### config.mk
export PLATFORM = sky130hd
export DESIGN_NAME = poly_chord_player
export DESIGN_NICKNAME = d
export VERILOG_FILES = /design/src/rtl/poly_chord_player.sv
export SDC_FILE = /design/constraint.sdc
export NUM_CORES = 1
export LEC_CHECK = 0
export ABC_AREA = 1
export CAP_MARGIN = 30
export CORE_ASPECT_RATIO = 0.75
export CORE_MARGIN = 4
export CORE_UTILIZATION = 50
export DETAILED_ROUTE_END_ITERATION = 6
export DONT_BUFFER_PORTS = 1
export GPL_TIMING_DRIVEN = 0
export PLACE_DENSITY = 0.74
export SKIP_LAST_GASP = 1
export SLEW_MARGIN = 20
export SYNTH_ARGS = -nofsm -noshare
export SYNTH_HDL_FRONTEND = slang
export SYNTH_SLANG_ARGS = --single-unit
### constraint.sdc
create_clock -name clk -period 3.4 [get_ports clk]
set_input_delay 0.51 -clock clk [delete_from_list [all_inputs] [get_ports clk]]
set_output_delay 0.51 -clock clk [all_outputs]
set_load 0.02 [all_outputs]
### src/rtl/poly_chord_player.sv
// Polyphonic note player: allocates notes to voices, ages them on beats, and
// mixes one sample per voice into a single codec sample on request.
module poly_chord_player #(
  parameter int unsigned NUM_VOICES = 3,
  parameter int unsigned VIDX_W     = 2,
  parameter int unsigned NOTE_W     = 6,
  parameter int unsigned DUR_W      = 6,
  parameter int unsigned SAMPLE_W   = 16,
  parameter int unsigned TIMEOUT    = 255
) (
  input  logic                           clk,
  input  logic                           reset,
  input  logic                           play_enable,
  input  logic                           load_valid,
  output logic                           load_ready,
  input  logic [NOTE_W-1:0]              load_note,
  input  logic [DUR_W-1:0]               load_duration,
  input  logic                           beat,
  output logic [NUM_VOICES*NOTE_W-1:0]   voice_note,
  output logic [NUM_VOICES-1:0]          voice_active,
  output logic [NUM_VOICES-1:0]          voice_done,
  input  logic                           generate_next_sample,
  output logic                           voice_sample_req,
  input  logic [NUM_VOICES*SAMPLE_W-1:0] voice_sample_in,
  input  logic [NUM_VOICES-1:0]          voice_sample_valid,
  input  logic                           mix_mode,
  output logic signed [SAMPLE_W-1:0]     sample_out,
  output logic                           new_sample_ready
);

  localparam int unsigned SUM_W = SAMPLE_W + VIDX_W;
  localparam int unsigned TMR_W = $clog2(TIMEOUT + 1);
  localparam logic signed [SUM_W-1:0] SAT_MAX = {{(VIDX_W+1){1'b0}}, {(SAMPLE_W-1){1'b1}}};
  localparam logic signed [SUM_W-1:0] SAT_MIN = {{(VIDX_W+1){1'b1}}, {(SAMPLE_W-1){1'b0}}};

  typedef enum logic [1:0] {S_IDLE, S_COLLECT, S_OUTPUT} state_e;

  logic [NOTE_W-1:0]          note_q   [NUM_VOICES];
  logic [DUR_W-1:0]           dur_q    [NUM_VOICES];
  logic [NUM_VOICES-1:0]      active_q, done_q;
  logic [VIDX_W-1:0]          load_sel;
  logic                       load_fire;

  state_e                     state_q, state_d;
  logic [NUM_VOICES-1:0]      pending_q, pending_d;
  logic [TMR_W-1:0]           timer_q, timer_d;
  logic signed [SAMPLE_W-1:0] sample_q [NUM_VOICES];
  logic signed [SAMPLE_W-1:0] sample_d [NUM_VOICES];
  logic signed [SAMPLE_W-1:0] out_q, out_d, mix_val;
  logic signed [SUM_W-1:0]    sum, shr;
  logic                       ready_q, ready_d, req_q, req_d;

  assign load_ready       = ~&active_q;
  assign load_fire        = load_valid & load_ready;
  assign voice_active     = active_q;
  assign voice_done       = done_q;
  assign voice_sample_req = req_q;
  assign sample_out       = out_q;
  assign new_sample_ready = ready_q;

  for (genvar g = 0; g < NUM_VOICES; g++) begin : g_note
    assign voice_note[g*NOTE_W +: NOTE_W] = note_q[g];
  end

  // Lowest-index inactive voice receives the next note.
  always_comb begin
    load_sel = '0;
    for (int i = NUM_VOICES - 1; i >= 0; i--) begin
      if (!active_q[i]) load_sel = VIDX_W'(i);
    end
  end

  // Voice allocation and beat countdown; a load takes precedence over a beat.
  always_ff @(posedge clk or negedge reset) begin
    if (!reset) begin
      active_q <= '0;
      done_q   <= '0;
      for (int i = 0; i < NUM_VOICES; i++) begin
        note_q[i] <= '0;
        dur_q[i]  <= '0;
      end
    end else begin
      for (int i = 0; i < NUM_VOICES; i++) begin
        if (load_fire && load_sel == VIDX_W'(i)) begin
          note_q[i]   <= load_note;
          dur_q[i]    <= load_duration;
          active_q[i] <= (load_duration != '0);
          done_q[i]   <= (load_duration == '0);
        end else if (beat && play_enable && active_q[i]) begin
          dur_q[i] <= dur_q[i] - DUR_W'(1);
          if (dur_q[i] == DUR_W'(1)) begin
            active_q[i] <= 1'b0;
            done_q[i]   <= 1'b1;
          end
        end
      end
    end
  end

  // Widened signed sum of captured samples, then scale or clip.
  always_comb begin
    sum = '0;
    for (int i = 0; i < NUM_VOICES; i++) begin
      sum = sum + SUM_W'(sample_q[i]);
    end
    shr = sum >>> VIDX_W;
    if (!mix_mode)           mix_val = SAMPLE_W'(shr);
    else if (sum > SAT_MAX)  mix_val = SAMPLE_W'(SAT_MAX);
    else if (sum < SAT_MIN)  mix_val = SAMPLE_W'(SAT_MIN);
    else                     mix_val = SAMPLE_W'(sum);
  end

  always_ff @(posedge clk or negedge reset) begin
    if (!reset) begin
      state_q   <= S_IDLE;
      pending_q <= '0;
      timer_q   <= '0;
      out_q     <= '0;
      ready_q   <= 1'b0;
      req_q     <= 1'b0;
      for (int i = 0; i < NUM_VOICES; i++) sample_q[i] <= '0;
    end else begin
      state_q   <= state_d;
      pending_q <= pending_d;
      timer_q   <= timer_d;
      out_q     <= out_d;
      ready_q   <= ready_d;
      req_q     <= req_d;
      for (int i = 0; i < NUM_VOICES; i++) sample_q[i] <= sample_d[i];
    end
  end

  always_comb begin
    state_d   = state_q;
    pending_d = pending_q;
    timer_d   = timer_q;
    out_d     = out_q;
    ready_d   = 1'b0;
    req_d     = 1'b0;
    for (int i = 0; i < NUM_VOICES; i++) sample_d[i] = sample_q[i];

    case (state_q)
      S_IDLE: begin
        if (generate_next_sample) begin
          // Cleared captures double as the zero sum and the timeout fill value.
          for (int i = 0; i < NUM_VOICES; i++) sample_d[i] = '0;
          timer_d = '0;
          if (play_enable && (active_q != '0)) begin
            pending_d = active_q;
            req_d     = 1'b1;
            state_d   = S_COLLECT;
          end else begin
            pending_d = '0;
            state_d   = S_OUTPUT;
          end
        end
      end
      S_COLLECT: begin
        for (int i = 0; i < NUM_VOICES; i++) begin
          if (voice_sample_valid[i] && pending_q[i]) begin
            sample_d[i]  = voice_sample_in[i*SAMPLE_W +: SAMPLE_W];
            pending_d[i] = 1'b0;
          end
        end
        if (pending_d == '0 || timer_q == TMR_W'(TIMEOUT - 1)) begin
          state_d = S_OUTPUT;
        end else begin
          timer_d = timer_q + TMR_W'(1);
        end
      end
      S_OUTPUT: begin
        out_d   = mix_val;
        ready_d = 1'b1;
        state_d = S_IDLE;
      end
      default: state_d = S_IDLE;
    endcase
  end

endmodule

== Word level (Yosys, flattened, before mapping) ==
Index checks and enable logic that the tools add are counted.
Word-level totals
  output and inout port bits: 43
  register bits: 121
  word-level logic and storage cells: 135
Operators by class
  bitwise operators: 1
  reductions and logical operators: 36
  $add $sub $neg: 6
  multiplexer cells: 55
  equality and inequality tests: 14
  magnitude comparators: 2
Operators with widths (count)
  $mux W16: 6
  $pmux W48 S2: 1
  $mux W48: 1
  $mux W6: 6
  $mux W1: 28
  $add A17 B16 Y18: 1
  $eq A6 B1 Y1 const B: 3
  $gt A18 B16 Y1 const B: 1
  $lt A18 B16 Y1 const B: 1
  $sub A6 B1 Y6 const B: 3
  $add A16 B16 Y17: 1
  $mux W8: 2
  $pmux W8 S2: 1
  $reduce_and A3 Y1: 5
  $reduce_bool A2 Y1: 7
  $mux W2: 6
  $ne A2 B2 Y1 const B: 6
  $logic_and A1 B1 Y1: 11
  $reduce_and A2 Y1: 5
  $add A8 B1 Y8 const B: 1
  $eq A8 B8 Y1 const B: 1
  $logic_not A6 Y1: 1
  $mux W3: 2
  $pmux W3 S2: 1
  other kinds (10): 13

== Logic depth before layout (Yosys ltp) ==
  depth in word-level cells: 7
  depth in mapped cells: 18
  depth with buffers taken out: 17

== Worst setup path before layout ==
No wires, ideal clock.
  path type: register to register
  start: register sample_q[1] (netlist bit)
  end: register out_q[9], in the netlist sample_out[9]
  stages on the path, launching flop included: 19
  data arrival time: 2.490 ns
  setup time: 0.117 ns
  data required time: 3.283 ns
  slack: 0.793 ns
  clock period less this slack: 2.607 ns
  cell sequence: dfrtp_1 -> fa_1 -> ha_1 -> fa_1 -> nand2_1 -> nand2_1 -> nand3_1 -> nand2_4 -> nand2_2 -> nand2_1 -> nand2_1 -> nand2_2 -> nand2_2 -> nand2_4 -> buf_8 -> nand2_1 -> nand2_1 -> nor2_1 -> nor2_1
On the way
  longest elaborated chain between the ends: 5
  elaborated cells on any way between the ends: 6
RTL lines
  from (decl): line 47  | logic signed [SAMPLE_W-1:0] sample_q [NUM_VOICES];
  $add A17 B16 Y18 *: line 104  | sum = sum + SUM_W'(sample_q[i]);
  $lt A18 B16 Y1: line 109  | else if (sum < SAT_MIN) mix_val = SAMPLE_W'(SAT_MIN);
  $mux W16: line 109
  $mux W16: line 108  | else if (sum > SAT_MAX) mix_val = SAMPLE_W'(SAT_MAX);
  $mux W16 *: line 107  | if (!mix_mode) mix_val = SAMPLE_W'(shr);
  to (signal assigned): line 126  | out_q <= out_d;
  to (decl): line 49  | logic signed [SAMPLE_W-1:0] out_q, out_d, mix_val;
Mark *: on every way between the ends. The rest lies on a longest branch, timed or not.
A chain may end at the register's enable or synchronous reset.

== Worst setup path after layout ==
  start: register sample_q[1] (netlist bit)
  end: register out_q[10], in the netlist sample_out[10]
The elaborated chain is that of the path after synthesis.

==> run metrics <==
status=finished, final reports clean; Synth Warn #=0; antenna violations before repair=0; NumNets Final=1,003; post-CTS setup buffer count=0; largest net degree at the start of global routing=122; RSZ-0062 raised after global routing=false; global-route wire length before repair=28,000 um; # H-tree levels=4; Synth async-reset ratio=100%; post-CTS sizing=0; global-route usage over all layers=23.1%; fin area=7780 um2; CTS tree=done; Hold WC Path Type=in -> async; DP Wirelength=12,800 um; final core occ=58.5%; Setup-failing EPs final=0; Gate power share=41.8%; max_slew headroom=58.6%; EDFF count, synth=0; Area after DPL=7150 um2; Setup TNS=0 ps; Startpoint Class=flip-flop; Hold-fix buffers, CTS=1; share of layout cells above drive strength 1=7.96%; Cell Area, Synth=6940 um2; Diodes inserted=0; Synth Flop Type=dfrtp_1; WS Path Type=reg -> reg; worst-path fanout max=10; Slew Limit Fails=0; GP Congestion=0.842; Post-DRT Antenna Nets=0; crit path cell chain=fa_1 > ha_1 > fa_1 > nand2_1 > nand2_1 > nand3_1 > nand2_2 > nand2_1 > nand3_1 > nand2_2 > nor2_2 > nand2_2 > nand2_4 > buf_6 > nor2_1 > nor2_1; Yosys cell types=40; Avg Cell Area, Syn=7.95 um2; # DRC=0; Reg power frac=35.1%; chip height=110 um; Total Power=0.00795 W; sw frac=45.1%; Routed wire per std cell=16.1 um; iteration count of the initial detailed-routing pass=5; most common cell after layout, fill and taps aside=nand2_1; Peak Freq=0.351 GHz; Max VDD drop=0.421 mV; clock transition at the registers of the reported paths=60 ps; worst reg-to-reg path cell count=16; CP Data Required Time=3700 ps; cts bufs inserted=17; Static Leakage=3.84 nW; Cells after Synth=872; critical path's largest stage delay=490 ps; Root Driver=clkbuf_16; vias in the first global route=5,305; Worst Hold Slack=25.0 ps; clock period minus worst slack=2850 ps; P_int=0.00437 W; Fin. Hold Viols=0; sequential area share after synthesis=43.7%; max-cap violations=0; Clock Latency Late Sink=420 ps; commonest cells after routing, fill and taps aside=nand2_1, inv_1, dfrtp_1; actual slew at the worst max-slew pin=621 ps; worst clock skew=15.0 ps; die area=15,800 um2; Die X=144 um; IO Pins=113; Worst Setup End Kind=flip-flop; synthesized flop and latch total=121; total core area=13,300 um2; Area Overhead vs Synth=12.2%; crit path DAT=3150 ps; switching power=0.00358 W; Initial Util=52.2%; Clock Power Share=23.1%; Initial DRC Count=512; Final period util=83.8%; net count after synthesis=983; final wirelength=17,300 um; Pwr Density=1020 nW/um2; Clock Path Buffers=2; slowest CP cell=fa_1; input/output buffers=0; clk sinks=121; Overflow after GRT=0; Via Count=5,626; vias per cell=5.23; Core Rows=36
[synthesized netlist by cell type (2+ instances only)]
cell / number / area (um2)
xnor2_1: 9 / 78.8
nor2_1: 92 / 345
a21oi_1: 18 / 90.1
xor2_1: 8 / 70.1
o21bai_1: 2 / 15.0
inv_2: 3 / 11.3
nand3_1: 70 / 350
clkbuf_1: 13 / 48.8
nor2_2: 4 / 25.0
nor3_1: 10 / 50.1
inv_1: 136 / 510
o21ai_0: 69 / 345
nand2_4: 3 / 33.8
nand2_1: 192 / 721
o21ai_1: 13 / 65.1
buf_2: 6 / 30.0
nand4_1: 3 / 18.8
o221ai_1: 7 / 61.3
a31oi_1: 2 / 12.5
or2_2: 6 / 37.5
o211ai_1: 10 / 75.1
nor3_2: 3 / 30.0
nand3b_1: 4 / 30.0
buf_6: 2 / 22.5
nand2_2: 9 / 56.3
ha_1: 24 / 300
fa_1: 17 / 340
and2_1: 3 / 18.8
o31ai_1: 3 / 22.5
dfrtp_1: 121 / 3030
[worst max-delay path: cells and delay by family, from the launching register on]
kind | cells | cell delay [ps]
adder cells (fa/ha/maj) | 3 | 1120
AND/OR/NAND/NOR | 12 | 1040
buffers and inverters | 1 | 170
flip-flops | 1 | 400
[power by group through the flow]
stage	sequential, W	clock [W]	combinational, W
after floorplan	0.00267	0	0.00251
after detailed placement	0.00281	0	0.00324
after global placement	0.00280	0	0.00318
after global routing	0.00288	0.00194	0.00382
final	0.00279	0.00184	0.00332
after CTS	0.00280	0.00187	0.00331
[metrics by stage]
stage	setup slack [ps]	std cells
4_1_cts	533	1076
3_5_place_dp	548	1043
3_3_place_gp	598	1043
6_report	552	1076
2_1_floorplan	793	872
5_1_grt	340	1076
[flip-flops by register name, summed over array words and instances, names as in the netlist]
register / cells
voice_note: 18
voice_done: 3
sample_q: 48
new_sample_ready: 1
timer_q: 8
state_q: 2
sample_out: 16
dur_q: 18
pending_q: 3
voice_active: 3
voice_sample_req: 1
[logic make-up (layout without fill, tap and decap cells)]
kind of cell,after synthesis,in the layout,share of synthesized area [%]
buffers and inverters,162,195,9.33
adder cells (fa/ha/maj),41,41,9.24
flip-flops,121,121,43.7
AO/OA/AOI/OAI,128,128,10.4
AND/OR/NAND/NOR,402,402,25.1
multiplexers,1,1,0.162
XOR/XNOR,17,17,2.15
[final timing paths]
path | from | to | slack (ps)
max in group asynchronous | reset | sample_out[11]$_DFFE_PN0P_ | 2860
worst min-delay path | reset | sample_q[47]$_DFFE_PN0P_ | 20
worst max register to register | sample_q[1]$_DFFE_PN0P_ | sample_out[10]$_DFFE_PN0P_ | 550
worst min register to register | dur_q[11]$_DFFE_PN0P_ | dur_q[11]$_DFFE_PN0P_ | 490
worst max-delay path | sample_q[1]$_DFFE_PN0P_ | sample_out[10]$_DFFE_PN0P_ | 550
min in group clk | generate_next_sample | voice_sample_req$_DFF_PN0_ | 230
[cell type report]
cell class                      count  area, um2
Clock buffer                       18        439
Multi-Input combinational cell    589       3260
Inverter                          139        522
Timing Repair Buffer                1       27.5
Sequential cell                   121       3030
Fill cell                        1174       5510
Clock inverter                     14        163
Tap cell                          171        214
Buffer                             23        125
[routing by layer]
layer	share of wire, %	up-vias	GRT usage [%]
li1	-	2815	-
met1	49	2613	35.1
met2	41	190	31.1
met3	9.3	8	8.15
met4	0.71	0	5.85
met5	0	-	0
(Power assumes the default switching activity.)
==> RTL change (same settings) <==
Add an input register stage for `mix_mode`, with the module's reset; this delays it by one clock. The other inputs are not delayed to match.
--- a/src/rtl/poly_chord_player.sv
+++ b/src/rtl/poly_chord_player.sv
@@ -34,6 +34,16 @@
   localparam logic signed [SUM_W-1:0] SAT_MIN = {{(VIDX_W+1){1'b1}}, {(SAMPLE_W-1){1'b0}}};
 
   typedef enum logic [1:0] {S_IDLE, S_COLLECT, S_OUTPUT} state_e;
+
+  logic mix_mode_q;
+
+  always_ff @(posedge clk or negedge reset) begin
+    if (!reset) begin
+      mix_mode_q <= '0;
+    end else begin
+      mix_mode_q <= mix_mode;
+    end
+  end
 
   logic [NOTE_W-1:0]          note_q   [NUM_VOICES];
   logic [DUR_W-1:0]           dur_q    [NUM_VOICES];
@@ -104,7 +114,7 @@
       sum = sum + SUM_W'(sample_q[i]);
     end
     shr = sum >>> VIDX_W;
-    if (!mix_mode)           mix_val = SAMPLE_W'(shr);
+    if (!mix_mode_q)           mix_val = SAMPLE_W'(shr);
     else if (sum > SAT_MAX)  mix_val = SAMPLE_W'(SAT_MAX);
     else if (sum < SAT_MIN)  mix_val = SAMPLE_W'(SAT_MIN);
     else                     mix_val = SAMPLE_W'(sum);
Check against the original RTL: not equivalent (Yosys sat finds a counterexample within 10 cycles, from zero or initial values and one cycle with reset low).
==> RTL change against the original RTL <==
- wire length down 2.9%
- clock skew fell by 0.00092 ns
- power grew 4.9%
- sequential cell count up 1
- core utilization down 1.5 points
- maximum frequency down 1.4%
- synthesized cell count is 0.57% lower
- clock power fell by 3%
- worst setup slack got worse by 0.042 ns
- synthesized area grew 0.69%
- worst hold slack better by 0.0070 ns
- cell area increased by 0.55%
- critical path depth increased by 2
==> RTL change: results <==
{
  "regMostFlops": "sample_q",
  "irDropWorstVdd_mv": 0.471,
  "grt_usage_pct": 22.0,
  "avgSynthCellArea_um2": 8.05,
  "largest_register_ff_count": 48,
  "vias": 5619,
  "ys_types": 39,
  "drv_cap": 0,
  "drive_gt1_share_pct": 8.56,
  "rr_worst_depth": 18,
  "holdBufCountCts": 1,
  "gp_congestion": 0.880,
  "power.leakage_nw": 3.82,
  "cp.arrival_ns": 3.18,
  "place_inst": 1042,
  "drtIter0Drc": 418,
  "fill_cells": 1230,
  "routed_wirelength_um": 16800,
  "tightest_slew_ns": 0.616,
  "insertion_delay_ns": 0.41,
  "insertedDiodeCount": 0,
  "dr.pass1.iters": 4,
  "grt_max_degree": 123,
  "r2r_slack_ns": 0.51,
  "cts_buffers": 17,
  "path_max_fanout": 10,
  "hpwl_um": 12700,
  "synthFlopType": "dfrtp_1",
  "antenna_found_initial": 0,
  "synth_common_cells": "nand2_1 (183), inv_1 (131), dfrtp_1 (122), nor2_1 (85), o21ai_0 (79)",
  "status": "complete, no violations",
  "endpoint": "sample_out[4]$_DFFE_PN0P_",
  "ctsResizeCount": 0,
  "ys_seq_area_share_pct": 43.7,
  "r2r-start": "sample_q[1]$_DFFE_PN0P_",
  "crit_family": "adder cells",
  "io_buffer_count": 0,
  "synth_fp_nets": 978,
  "synth_area_leaders": "dfrtp_1 (44%), nand2_1 (9.8%), inv_1 (7.0%), o21ai_0 (5.7%), fa_1 (4.9%)",
  "vias_per_cell": 5.23,
  "cts_max_level": 4,
  "hp-class": "in2async",
  "max_stage_delay_ns": 0.51,
  "ys_async_sr_fraction_pct": 100,
  "pre_cts_slack_ns": 0.526,
  "placed_area_um2": 7200,
  "clockRootBuffer": "clkbuf_16",
  "post_cts.repair.setup_buffers": 0,
  "finClkSkew_ns": 0.0141,
  "layout_min_cycle_time_ns": 2.89,
  "first_global_vias": 5250,
  "grt_pass1_wl_um": 27000
}
RTL change: cell count changes in the layout (fill, tap and decap cells not counted), moves of 5 or more:
cell,unedited run,this run
nand2_1,192,183
o21ai_1,13,7
inv_1,136,131
clkbuf_1,13,22
buf_2,6,0
o211ai_1,10,5
nand3_1,70,63
o21ai_0,69,79
nor2_1,92,85
RTL change: logic make-up after synthesis:
group | share of synthesized area (%)
xor+xnor | 2.26
simple gates | 24.8
fa+ha+maj | 9.17
compound gates | 11.1
flops | 43.7
buf+inv | 8.92
RTL change: layer usage:
layer	track usage, %	wire length [um]
met1	33.5	8560
met4	6.46	180
met3	7.50	1250
met2	29.3	6800
met5	0	0
RTL change: power by group:
part | leakage (nW) | switching [mW] | internal (mW) | total (mW)
clock | 0.280 | 0.637 | 1.14 | 1.78
sequential | 1.56 | 0.820 | 2.06 | 2.88
combinational | 1.97 | 2.31 | 1.37 | 3.68
RTL change: worst register-to-register path, delay by kind of cell (launching register included):
| family | cells | cell delay [ns] |
|---|---|---|
| buf+inv | 1 | 0.14 |
| flops | 1 | 0.40 |
| fa+ha+maj | 3 | 1.17 |
| simple gates | 14 | 1.08 |
RTL change: worst min path at each step:
stage / start / slack [ns] / depth (start not counted) / endpoint
3_5_place_dp: reset / 0.22 / 0 / voice_note[4]$_DFFE_PN0P_
3_3_place_gp: reset / 0.22 / 0 / voice_note[4]$_DFFE_PN0P_
2_1_floorplan: reset / 0.21 / 0 / dur_q[0]$_DFFE_PN0P_
6_report: reset / 0.03 / 1 / voice_note[7]$_DFFE_PN0P_
5_1_grt: reset / 0.09 / 1 / voice_note[16]$_DFFE_PN0P_
4_1_cts: reset / 0.07 / 1 / voice_note[4]$_DFFE_PN0P_
RTL change: final cells by class:
| type | count | area (um^2) | area share (%) |
|---|---|---|---|
| inverters | 137 | 514 | 6.57 |
| flip-flops and latches | 122 | 3050 | 39.0 |
| repair buffers | 1 | 27.5 | 0.352 |
| clock inverters | 9 | 114 | 1.46 |
| multi-input cells | 586 | 3310 | 42.3 |
| clock buffers | 23 | 478 | 6.11 |
| plain buffers | 22 | 109 | 1.39 |
| well taps | 175 | 219 | 2.80 |
